--- src/rtl/approx_mult_err_monitor.sv ---
// Error-characterisation stage for the 8x8 approximate multiplier: computes the
// exact product and error distance per sample and accumulates batch statistics.
module approx_mult_err_monitor #(
    parameter int W     = 8,
    parameter int CNT_W = 17,
    parameter int SUM_W = 2*W + CNT_W
) (
    input  logic             clk,
    input  logic             rst,
    input  logic             start,
    input  logic [CNT_W-1:0] num_samples,
    input  logic             in_valid,
    output logic             in_ready,
    input  logic [W-1:0]     a,
    input  logic [W-1:0]     b,
    input  logic [2*W-1:0]   p_approx,
    output logic             busy,
    output logic             done,
    output logic [CNT_W-1:0] sample_count,
    output logic [CNT_W-1:0] err_count,
    output logic [SUM_W-1:0] sum_ed,
    output logic [2*W-1:0]   max_ed,
    output logic [W-1:0]     max_a,
    output logic [W-1:0]     max_b
);

    typedef enum logic [1:0] {IDLE, RUN, DRAIN, DONE} state_t;

    state_t             state_reg, state_next;
    logic [CNT_W-1:0]   remaining_reg, remaining_next;
    logic               drain_reg, drain_next;
    logic               clear_stats;
    logic               accept;

    logic               s1_valid_reg;
    logic [W-1:0]       s1_a_reg, s1_b_reg;
    logic [2*W-1:0]     s1_p_reg;

    logic               s2_valid_reg;
    logic [W-1:0]       s2_a_reg, s2_b_reg;
    logic [2*W-1:0]     s2_ed_reg;
    logic               s2_nz_reg;

    logic [CNT_W-1:0]   sample_count_reg, err_count_reg;
    logic [SUM_W-1:0]   sum_ed_reg;
    logic [2*W-1:0]     max_ed_reg;
    logic [W-1:0]       max_a_reg, max_b_reg;

    logic [2*W-1:0]     exact;
    logic [2*W:0]       diff;
    logic [2*W-1:0]     ed;

    assign in_ready = (state_reg == RUN);
    assign busy     = (state_reg == RUN) || (state_reg == DRAIN);
    assign done     = (state_reg == DONE);
    assign accept   = in_valid && in_ready;

    always_comb begin
        state_next     = state_reg;
        remaining_next = remaining_reg;
        drain_next     = drain_reg;
        clear_stats    = 1'b0;
        case (state_reg)
            IDLE: begin
                if (start) begin
                    clear_stats = 1'b1;
                    if (num_samples != '0) begin
                        remaining_next = num_samples;
                        state_next     = RUN;
                    end else begin
                        state_next = DONE;
                    end
                end
            end
            RUN: begin
                if (in_valid) begin
                    remaining_next = remaining_reg - CNT_W'(1);
                    if (remaining_reg == CNT_W'(1)) begin
                        state_next = DRAIN;
                        drain_next = 1'b0;
                    end
                end
            end
            DRAIN: begin
                // Two cycles: lets the last sample clear S2 and land in S3.
                if (drain_reg) state_next = DONE;
                else           drain_next = 1'b1;
            end
            DONE:    state_next = IDLE;
            default: state_next = IDLE;
        endcase
    end

    always_ff @(posedge clk) begin
        if (rst) begin
            state_reg     <= IDLE;
            remaining_reg <= '0;
            drain_reg     <= 1'b0;
        end else begin
            state_reg     <= state_next;
            remaining_reg <= remaining_next;
            drain_reg     <= drain_next;
        end
    end

    // Sign of the widened difference selects which way to subtract.
    assign exact = (2*W)'(s1_a_reg) * (2*W)'(s1_b_reg);
    assign diff  = {1'b0, exact} - {1'b0, s1_p_reg};
    assign ed    = diff[2*W] ? (s1_p_reg - exact) : diff[2*W-1:0];

    always_ff @(posedge clk) begin
        if (rst) begin
            s1_valid_reg     <= 1'b0;
            s1_a_reg         <= '0;
            s1_b_reg         <= '0;
            s1_p_reg         <= '0;
            s2_valid_reg     <= 1'b0;
            s2_a_reg         <= '0;
            s2_b_reg         <= '0;
            s2_ed_reg        <= '0;
            s2_nz_reg        <= 1'b0;
            sample_count_reg <= '0;
            err_count_reg    <= '0;
            sum_ed_reg       <= '0;
            max_ed_reg       <= '0;
            max_a_reg        <= '0;
            max_b_reg        <= '0;
        end else begin
            s1_valid_reg <= accept;
            if (accept) begin
                s1_a_reg <= a;
                s1_b_reg <= b;
                s1_p_reg <= p_approx;
            end
            s2_valid_reg <= s1_valid_reg;
            if (s1_valid_reg) begin
                s2_a_reg  <= s1_a_reg;
                s2_b_reg  <= s1_b_reg;
                s2_ed_reg <= ed;
                s2_nz_reg <= (ed != '0);
            end
            if (clear_stats) begin
                sample_count_reg <= '0;
                err_count_reg    <= '0;
                sum_ed_reg       <= '0;
                max_ed_reg       <= '0;
                max_a_reg        <= '0;
                max_b_reg        <= '0;
            end else if (s2_valid_reg) begin
                sample_count_reg <= sample_count_reg + CNT_W'(1);
                err_count_reg    <= err_count_reg + CNT_W'(s2_nz_reg);
                sum_ed_reg       <= sum_ed_reg + SUM_W'(s2_ed_reg);
                // Strictly greater: ties keep the earlier sample's operands.
                if (s2_ed_reg > max_ed_reg) begin
                    max_ed_reg <= s2_ed_reg;
                    max_a_reg  <= s2_a_reg;
                    max_b_reg  <= s2_b_reg;
                end
            end
        end
    end

    assign sample_count = sample_count_reg;
    assign err_count    = err_count_reg;
    assign sum_ed       = sum_ed_reg;
    assign max_ed       = max_ed_reg;
    assign max_a        = max_a_reg;
    assign max_b        = max_b_reg;

endmodule
--- config.mk ---
export PLATFORM = sky130hd
export DESIGN_NAME = approx_mult_err_monitor
export DESIGN_NICKNAME = d
export VERILOG_FILES = /design/src/rtl/approx_mult_err_monitor.sv
export SDC_FILE = /design/constraint.sdc
export NUM_CORES = 1
export LEC_CHECK = 0
export ABC_AREA = 1
export BUFFER_PORTS_ARGS = -buffer_cell sky130_fd_sc_hd__buf_2
export CAP_MARGIN = 20
export CORE_MARGIN = 3
export CORE_UTILIZATION = 60
export DETAILED_ROUTE_END_ITERATION = 8
export HOLD_SLACK_MARGIN = 0.1
export PLACE_DENSITY = 0.82
export SETUP_SLACK_MARGIN = 0.5
export SYNTH_ARGS = -nofsm -noshare
export SYNTH_HDL_FRONTEND = slang
export SYNTH_SLANG_ARGS = --single-unit
--- constraint.sdc ---
create_clock -name clk -period 7.6 [get_ports clk]
set_input_delay 0.38 -clock clk [delete_from_list [all_inputs] [get_ports clk]]
set_output_delay 0.38 -clock clk [all_outputs]
set_load 0.05 [all_outputs]
==> results.toml <==
[status]
outcome = "complete, no violations"

[placement]
dpl_cell_area_sq_um = 14100
place.gp.congestion = 0.933
dpl.cell_count = 2370
portBuffers = 154
pre_cts_ws_ns = 1.30
dpl.hpwl_um = 26300

[critical_path]
crit_arrival_ns = 6.80
cp-end-kind = "register"
critPathSlowestCell = "fa_1"
cp_max_fo = 17
startpoint = "s1_b_reg[7]"
path_common_cell = "nand2_1"
cp_slowest_stage_delay_ns = 0.56
reg2reg_from = "s1_b_reg[7]"
cp.required_ns = 7.93
start_kind = "register"
path_class = "register to register"

[synth]
ys_warn_count = 0
async_flop_share_pct = 0
syn_nets = 2209
synth_area_sq_um = 13200
syn_inst = 2008
ys_ff_latch = 186
ys_types = 45
synth_edf_count = 0
synthFlopType = "dfxtp_1"
synth-seq-area-share_pct = 28.2
syn_avg_cell_area_sq_um = 6.58

[route]
wl_um = 34300
vias = 12797
drc = 0
via_per_inst = 5.32
post_drt_wl_per_cell_um = 14.3
ant_nets = 0
drt_first_pass_iters = 8
drt_iter0_drc = 891

[floorplan]
io_pins = 155
core-area_sq_um = 21400
die-height_um = 154
rows = 53
initial_utilization_pct = 61.9
die_area_sq_um = 23800
die_w_um = 154

[sta]
tightest_slew_ns = 1.08
maxSlewHeadroom_pct = 27.7
rsz0062_at_grt = "no"
finalSetupViolCount = 0
fmax_ghz = 0.155
holdWs_ns = 0.188
finClkSkew_ns = 0.0181
fin_crit_ns = 6.47
worst_slack_ns = 1.13
fin_crit_sh_pct = 85.1
tns_ns = 0
hold_viol_final = 0
drv_slew = 0

[finish]
final_common_cell = "nand2_1"
largest_reg_flops = 33
final_cells = 2404
layout_common_cells = "nand2_1 (405), inv_1 (339), nor2_1 (317)"
nNetsFinal = 2316
syn2layout_area_growth_pct = 11.4
drive_gt1_share_pct = 10.1
fin_area_sq_um = 14700

[clocking]
root_buffer = "clkbuf_16"
tritoncts = "done"
clock_latency_ns = 0.45
cts.sinks = 186
cts_setup_buffers = 0
numCtsBuffers = 17
cts-resized-gates = 0
hold_buffers = 0
clockBufferDepth = 2
cts_max_level = 4
clk_pin_slew_worst_paths_ns = 0.08

[pwr]
max-vdd-ir-drop_v = 0.000229
p_switching_w = 0.00224
pwr-share-clk_pct = 20.2
p_per_area_nw_per_um2 = 311
p_comb_share_pct = 53.1
pwr-share-seq_pct = 26.7
p_int_w = 0.00233
power.leakage_nw = 7.84
swShare_pct = 49.0

[global_routing]
grt_use_total_pct = 28.7
first_global_vias = 12286
grt.overflow.total = 0
antenna_found_initial = 3
grt_start_max_net_pins = 70
grt_pass1_wl_um = 57300

[run]
max_cap_viol_count = 0

[hold_path]
hold_start = "b[3]"
hold_path.class = "input port to register"
[layer usage]
metal | global-route usage [%] | part of all wire (%) | vias up
met5 | 0 | 0.070 | -
met4 | 8.37 | 2.2 | 4
met3 | 4.67 | 6.0 | 59
met2 | 52.0 | 49 | 383
met1 | 34.9 | 42 | 5825
li1 | - | - | 6526
[Yosys cell counts (all sizes together), types with 7 or more instances]
library cell | instances | share of area, %
nand2 | 412 | 12
inv | 344 | 9.8
nor2 | 319 | 9.2
dfxtp | 186 | 28
o21ai | 164 | 6.2
a21oi | 135 | 5.1
ha | 109 | 10
nand3 | 79 | 3.0
clkbuf | 60 | 1.7
fa | 39 | 5.9
xor2 | 33 | 2.2
nand4 | 24 | 1.1
nor3 | 24 | 0.95
buf | 14 | 0.62
xnor2 | 10 | 0.66
nor4 | 8 | 0.43
a31oi | 7 | 0.33
[path summary, 6_finish.rpt]
kind	slack, ns	end	depth (start not counted)
hold / removal	0.19	s1_b_reg[3]	3
setup / recovery	1.13	s2_nz_reg	31
setup reg to reg	1.13	s2_nz_reg	31
hold reg to reg	0.47	remaining_reg[7]	2
[power by group through the flow]
stage          combinational (W)  clock, W  sequential, W
6_report                 0.00243  0.000925        0.00122
2_1_floorplan            0.00193         0        0.00120
3_3_place_gp             0.00236         0        0.00124
3_5_place_dp             0.00239         0        0.00124
5_1_grt                  0.00278  0.000980        0.00124
4_1_cts                  0.00240  0.000933        0.00122
[critical path, delay by kind of cell (launching register included)]
kind	cells	cell delay, ns
AOI/OAI and AO/OA	6	0.98
xor gates and xnor gates	1	0.24
adders and majority gates	6	2.83
buffers and inverters	5	0.36
DFF	1	0.55
and+or+nand+nor	13	1.41
[final cells by class]
type,instances,area (sq um)
multi-input cells,1404,7900
fillers,1908,6630
flip-flops and latches,186,3720
inverters,344,1290
repair buffers,162,838
clock buffers,17,425
well taps,275,344
clock inverters,15,195
diodes,1,2.50
[stage by stage]
| stage | power (W) | utilization, % |
|---|---|---|
| after floorplan | 0.00313 | - |
| after global placement | 0.00360 | 66.0 |
| after detailed placement | 0.00363 | 66.0 |
| after CTS | 0.00456 | 68.9 |
| after global routing | 0.00500 | 68.9 |
| final | 0.00458 | 68.9 |
[cells by family after synthesis]
logic type | Yosys count | synth area share (%)
XOR/XNOR | 43 | 2.85
AO/OA/AOI/OAI | 333 | 13.3
AND/OR/NAND/NOR | 880 | 27.3
buffers and inverters | 418 | 12.1
flip-flops | 186 | 28.2
adder cells (fa/ha/maj) | 148 | 16.2
Note: power is estimated with default switching activity, not from simulation.
